--- src/rtl/fetch_unit.sv ---
// ---------------------------------------------------------------------------
// fetch_unit
//
// Instruction-fetch front end for the pipelined WISC CPU. Owns the fetch PC,
// talks to a variable-latency instruction memory, and presents one registered
// instruction at a time to the decode stage. A one-entry hold buffer catches
// a word that returns while decode is stalled so no fetched word is lost.
//
// Ports:
//   clk            system clock, all state changes on the rising edge
//   rst            asynchronous active-high reset
//   stall          decode cannot accept; IF output must hold its value
//   redirect_valid taken branch / misprediction; flush and reload the PC
//   redirect_pc    new fetch address when redirect_valid is high
//   imem_req       instruction memory request
//   imem_addr      request address, stable while imem_req=1 and imem_rdy=0
//   imem_rdy       memory response valid this cycle (may be same cycle as req)
//   imem_data      returned instruction word, valid with imem_rdy
//   if_valid       IF output register holds a valid instruction
//   if_inst        instruction presented to decode
//   if_pc          address of if_inst
//   if_pc_plus2    if_pc + 2, wrapping modulo 2^16
//   hlt_fetched    a HLT has been captured and fetching has stopped
//   pc             current fetch PC
// ---------------------------------------------------------------------------
module fetch_unit #(
    parameter logic [15:0] PC_RESET   = 16'h0000,
    parameter logic [3:0]  HLT_OPCODE = 4'hF
) (
    input  logic        clk,
    input  logic        rst,
    input  logic        stall,
    input  logic        redirect_valid,
    input  logic [15:0] redirect_pc,
    output logic        imem_req,
    output logic [15:0] imem_addr,
    input  logic        imem_rdy,
    input  logic [15:0] imem_data,
    output logic        if_valid,
    output logic [15:0] if_inst,
    output logic [15:0] if_pc,
    output logic [15:0] if_pc_plus2,
    output logic        hlt_fetched,
    output logic [15:0] pc
);

    // S_REQ  : a request for r_pc is on the memory bus
    // S_FULL : the hold buffer has a word waiting for the output to free up
    // S_HALT : a HLT reached the output path; fetching is frozen
    // S_DROP : an old request is still in flight after a redirect and its
    //          data must be thrown away when it finally returns
    typedef enum logic [1:0] {
        S_REQ  = 2'd0,
        S_FULL = 2'd1,
        S_HALT = 2'd2,
        S_DROP = 2'd3
    } state_t;

    state_t      r_state;
    logic [15:0] r_pc;
    logic [15:0] r_drop_addr;

    logic        r_if_valid;
    logic [15:0] r_if_inst;
    logic [15:0] r_if_pc;
    logic [15:0] r_if_pc_plus2;

    logic [15:0] r_hold_inst;
    logic [15:0] r_hold_pc;

    logic        r_hlt_fetched;

    logic        w_consume;
    logic        w_out_free;
    logic        w_req_state;
    logic        w_resp_is_hlt;
    logic        w_hold_is_hlt;
    logic [15:0] w_pc_plus2;
    logic [15:0] w_hold_pc_plus2;
    logic [15:0] w_addr;

    // Handshake with decode: the output is consumed when it is valid and not
    // stalled, and it may be reloaded whenever it is empty or being consumed.
    assign w_consume  = r_if_valid & ~stall;
    assign w_out_free = ~r_if_valid | ~stall;

    // Both S_REQ and S_DROP keep a request on the bus; S_DROP replays the
    // address it had when the redirect arrived so the memory sees a stable
    // request until it answers.
    assign w_req_state = (r_state == S_REQ) || (r_state == S_DROP);
    assign w_addr      = (r_state == S_DROP) ? r_drop_addr : r_pc;

    assign w_resp_is_hlt   = (imem_data[15:12] == HLT_OPCODE);
    assign w_hold_is_hlt   = (r_hold_inst[15:12] == HLT_OPCODE);
    assign w_pc_plus2      = r_pc + 16'd2;
    assign w_hold_pc_plus2 = r_hold_pc + 16'd2;

    // The request is decoded from the registered state; rst gates it so the
    // memory never sees a request while the unit is held in reset.
    assign imem_req    = w_req_state & ~rst;
    assign imem_addr   = w_addr;

    assign if_valid    = r_if_valid;
    assign if_inst     = r_if_inst;
    assign if_pc       = r_if_pc;
    assign if_pc_plus2 = r_if_pc_plus2;
    assign hlt_fetched = r_hlt_fetched;
    assign pc          = r_pc;

    // Fetch state machine together with the PC, IF output and hold buffer.
    // A redirect overrides everything else in the cycle: it reloads the PC,
    // flushes the output and hold buffer, clears the halt, and decides
    // whether an in-flight request must be drained in S_DROP. Otherwise each
    // state handles capture and draining, and a consumed output drops valid
    // unless something new is written into it in the same cycle.
    always_ff @(posedge clk or posedge rst) begin
        if (rst) begin
            r_state       <= S_REQ;
            r_pc          <= PC_RESET;
            r_drop_addr   <= 16'h0000;
            r_if_valid    <= 1'b0;
            r_if_inst     <= 16'h0000;
            r_if_pc       <= 16'h0000;
            r_if_pc_plus2 <= 16'h0000;
            r_hold_inst   <= 16'h0000;
            r_hold_pc     <= 16'h0000;
            r_hlt_fetched <= 1'b0;
        end else begin
            if (w_consume) begin
                r_if_valid <= 1'b0;
            end

            if (redirect_valid) begin
                r_pc          <= redirect_pc;
                r_if_valid    <= 1'b0;
                r_hlt_fetched <= 1'b0;
                r_drop_addr   <= w_addr;
                r_hold_inst   <= 16'h0000;
                r_hold_pc     <= 16'h0000;
                // A response landing in the redirect cycle is simply ignored;
                // only a request still waiting on memory needs draining.
                if (w_req_state && !imem_rdy) begin
                    r_state <= S_DROP;
                end else begin
                    r_state <= S_REQ;
                end
            end else begin
                case (r_state)
                    S_REQ: begin
                        if (imem_rdy) begin
                            if (w_out_free) begin
                                r_if_valid    <= 1'b1;
                                r_if_inst     <= imem_data;
                                r_if_pc       <= r_pc;
                                r_if_pc_plus2 <= w_pc_plus2;
                            end else begin
                                r_hold_inst <= imem_data;
                                r_hold_pc   <= r_pc;
                            end

                            // A HLT freezes the PC on its own address. If it
                            // went to the hold buffer we still have to wait
                            // in S_FULL before halting.
                            if (w_resp_is_hlt) begin
                                if (w_out_free) begin
                                    r_state       <= S_HALT;
                                    r_hlt_fetched <= 1'b1;
                                end else begin
                                    r_state <= S_FULL;
                                end
                            end else begin
                                r_pc <= w_pc_plus2;
                                if (w_out_free) begin
                                    r_state <= S_REQ;
                                end else begin
                                    r_state <= S_FULL;
                                end
                            end
                        end
                    end

                    S_FULL: begin
                        if (w_consume) begin
                            r_if_valid    <= 1'b1;
                            r_if_inst     <= r_hold_inst;
                            r_if_pc       <= r_hold_pc;
                            r_if_pc_plus2 <= w_hold_pc_plus2;
                            if (w_hold_is_hlt) begin
                                r_state       <= S_HALT;
                                r_hlt_fetched <= 1'b1;
                            end else begin
                                r_state <= S_REQ;
                            end
                        end
                    end

                    S_HALT: begin
                        r_state <= S_HALT;
                    end

                    S_DROP: begin
                        if (imem_rdy) begin
                            r_state <= S_REQ;
                        end
                    end

                    default: begin
                        r_state <= S_REQ;
                    end
                endcase
            end
        end
    end

endmodule

--- config.mk ---
export PLATFORM = sky130hd
export DESIGN_NAME = fetch_unit
export DESIGN_NICKNAME = d
export VERILOG_FILES = /design/src/rtl/fetch_unit.sv
export SDC_FILE = /design/constraint.sdc
export NUM_CORES = 1
export LEC_CHECK = 0
export CAP_MARGIN = 20
export CORE_MARGIN = 2
export CORE_UTILIZATION = 30
export CTS_CLUSTER_SIZE = 12
export DETAILED_ROUTE_END_ITERATION = 8
export PLACE_DENSITY = 0.53
export SETUP_SLACK_MARGIN = 0.02
export SLEW_MARGIN = 40
export SYNTH_ARGS = -nofsm -noshare
export SYNTH_HDL_FRONTEND = slang
export SYNTH_SLANG_ARGS = --single-unit
export TNS_END_PERCENT = 50
--- constraint.sdc ---
create_clock -name clk -period 9.8 [get_ports clk]
set_clock_uncertainty 0.1 [all_clocks]
set_input_delay 1.96 -clock clk [delete_from_list [all_inputs] [get_ports clk]]
set_output_delay 1.96 -clock clk [all_outputs]
set_load 0.01 [all_outputs]
==> results.yml <==
cts:
  root_buffer: "clkbuf_16"
  htreeDepth: 4
  cts_tree: "built"
  cts_hold_buf: 0
  clk_transition_reported_paths_ps: 50
  cts_buffer_depth: 2
  cts_resized: 0
  post_cts_buffers: 0
  cts_inserted_buffers: 17
  insertion_delay_ps: 410
  clock_sinks: 115
sta:
  finalHoldViolCount: 0
  max_clock_freq_mhz: 195
  fin_crit_sh_pct: 52.3
  finalSetupTns_ps: 0
  timing.final.crit_period_ps: 5130
  rsz0062_at_grt: "false"
  worst_slew_pin_slew_ps: 756
  setup_ws_ps: 4670
  slew_headroom_pct: 49.6
  slew_violations: 0
  setup_viol: 0
synth:
  syn-num-nets: 661
  yosysWarnings: 0
  synth.avg_cell_area_um2: 9.42
  synth_seq_area_share_pct: 49.3
  synthTopCellsByArea: "dfrtp_1 (49%), nand2_1 (9.1%), mux2i_1 (7.6%)"
  ys_seq_elements: 115
  syn_area_um2: 5830
  ys_types: 30
  synth_top_area_share_pct: 49.3
  synth_top_area_cell: "dfrtp_1"
  netlist_instances: 619
die:
  rows: 51
  io_pins: 120
  die_h_um: 143
  coreArea_um2: 19300
  die_area_um2: 20600
  initial_core_util_pct: 30.3
  die_w_um: 143
place:
  dp.cells: 956
  place.gp.congestion: 0.797
  io_buffer_count: 119
  post-place-ws_ps: 4680
  place_hpwl_mm: 10.8
  placed_area_um2: 7190
drt:
  routed_via_density: 4.70
  wire_per_inst_um: 15.8
  routed-via-count: 4639
  drt-total-wl_mm: 15.6
  drt-pass1-iter-count: 7
  drtIter0Drc: 269
  ant_nets: 0
  drc: 0
final_layout:
  nets: 752
  final_cells: 988
  area_growth_pct: 33.7
  drive_gt1_share_pct: 10.4
  fillerInstances: 1947
  num_antenna_cells: 0
  design_area_um2: 7800
  multi_input_area_um2: 2720
  regArea_um2: 2880
power:
  ir_drop_v: 0.000130
  powerDensity_nw_per_um2: 258
  leakagePower_nw: 3.13
setup_path:
  worstPathRequired_ps: 7740
  crit_path_start_kind: "input port"
  cp_max_fo: 2
  criticalPathCategory: "input port to primary output"
  arrival_ps: 3070
  endpoint_kind: "primary output"
  r2r_slack_ps: 6880
global_route:
  gr-total-overflow: 0
  grtUsageTotal_pct: 16.1
  antenna_found_initial: 0
  grt_pass1_wl_mm: 25.4
  grt_pass1_vias: 4668
  grt_max_degree: 90
worst_hold_path:
  hp-class: "flop to flop"
status:
  status: "complete, no violations"
run:
  maxCapViolCount: 0
-- worst max-delay path, cell delays in order --
cell and delay (ps):
clkdlybuf4s50_1 460, nor2_1 110, clkdlybuf4s50_1 540
-- synthesized netlist by cell type --
master	count
nand2_1	142
dfrtp_1	115
o21ai_0	56
mux2i_1	44
clkbuf_1	42
a21oi_1	39
mux2_2	32
xor2_1	22
xnor2_1	18
nand3_1	14
nand4_1	14
nor2_1	12
nor3_1	9
o21ai_1	9
buf_2	8
nor4_1	8
inv_1	6
ha_1	5
nand2b_1	4
and3_1	3
and4_1	3
nor2b_1	3
a31oi_1	2
and2_1	2
buf_4	2
a221oi_1	1
buf_6	1
o21a_1	1
o22ai_1	1
or4_1	1
-- power by group --
part | switching (W) | internal [W]
logic | 0.000335 | 0.000362
clock network | 0.000221 | 0.000405
registers | 0.0000890 | 0.000600
-- path summary, 6_finish.rpt --
check	from	endpoint	cells past startpoint
setup / recovery	rst	imem_req	3
hold / removal	if_inst[2]	if_inst[2]	2
setup reg to reg	r_state[1]	if_pc[8]	8
hold reg to reg	if_inst[2]	if_inst[2]	2
max in group asynchronous	rst	r_hold_inst[2]	3
min in group asynchronous	rst	r_drop_addr[13]	2
-- through the flow --
stage	power, W	hold slack (ps)	util (%)
2_1_floorplan	0.00106	375	-
3_3_place_gp	0.00139	367	37.2
3_5_place_dp	0.00141	372	37.3
4_1_cts	0.00205	385	40.4
5_1_grt	0.00215	403	40.5
6_report	0.00201	375	40.5
-- registers in the layout (all words and copies together) (netlist names) --
signal       flops
hlt_fetched      1
if_pc_plus2     15
if_valid         1
r_hold_pc       16
r_drop_addr     16
r_state          2
if_inst         16
if_pc           16
pc              16
r_hold_inst     16
-- cell usage in the layout, fill, tap and decap left out, types with 4 or more instances in the layout --
master,instances
nand2_1,142
clkdlybuf4s50_1,118
dfrtp_1,115
o21ai_0,56
mux2i_1,44
a21oi_1,39
mux2_2,32
xor2_1,22
xnor2_1,18
clkbuf_16,17
nand3_1,14
nand4_1,14
nor2_1,12
o21ai_1,9
nor3_1,9
nor4_1,8
inv_1,5
clkinvlp_4,5
nand2b_1,4
-- area by class of cell --
type | instances | share of cell area (%)
Timing Repair Buffer | 125 | 15.9
Multi-Input combinational cell | 445 | 34.9
Inverter | 6 | 0.321
Sequential cell | 115 | 36.9
Clock inverter | 13 | 2.05
Clock buffer | 19 | 5.68
Tap cell | 265 | 4.25
-- per-layer routing --
metal	wire length [um]	GRT usage [%]	vias to the layer above
met4	220	5.42	0
li1	-	-	2292
met2	7070	24.5	125
met5	0	0	-
met1	7380	22.2	2207
met3	971	4.23	15
-- cell families after synthesis --
kind of cell / after synthesis / share of synthesized area, %
AO/OA/AOI/OAI: 109 / 9.52
XOR/XNOR: 40 / 6.01
adder cells (fa/ha/maj): 5 / 1.07
buffers and inverters: 59 / 4.23
flip-flops: 115 / 49.3
multiplexers: 76 / 13.7
AND/OR/NAND/NOR: 215 / 16.1
(Power assumes the default switching activity.)
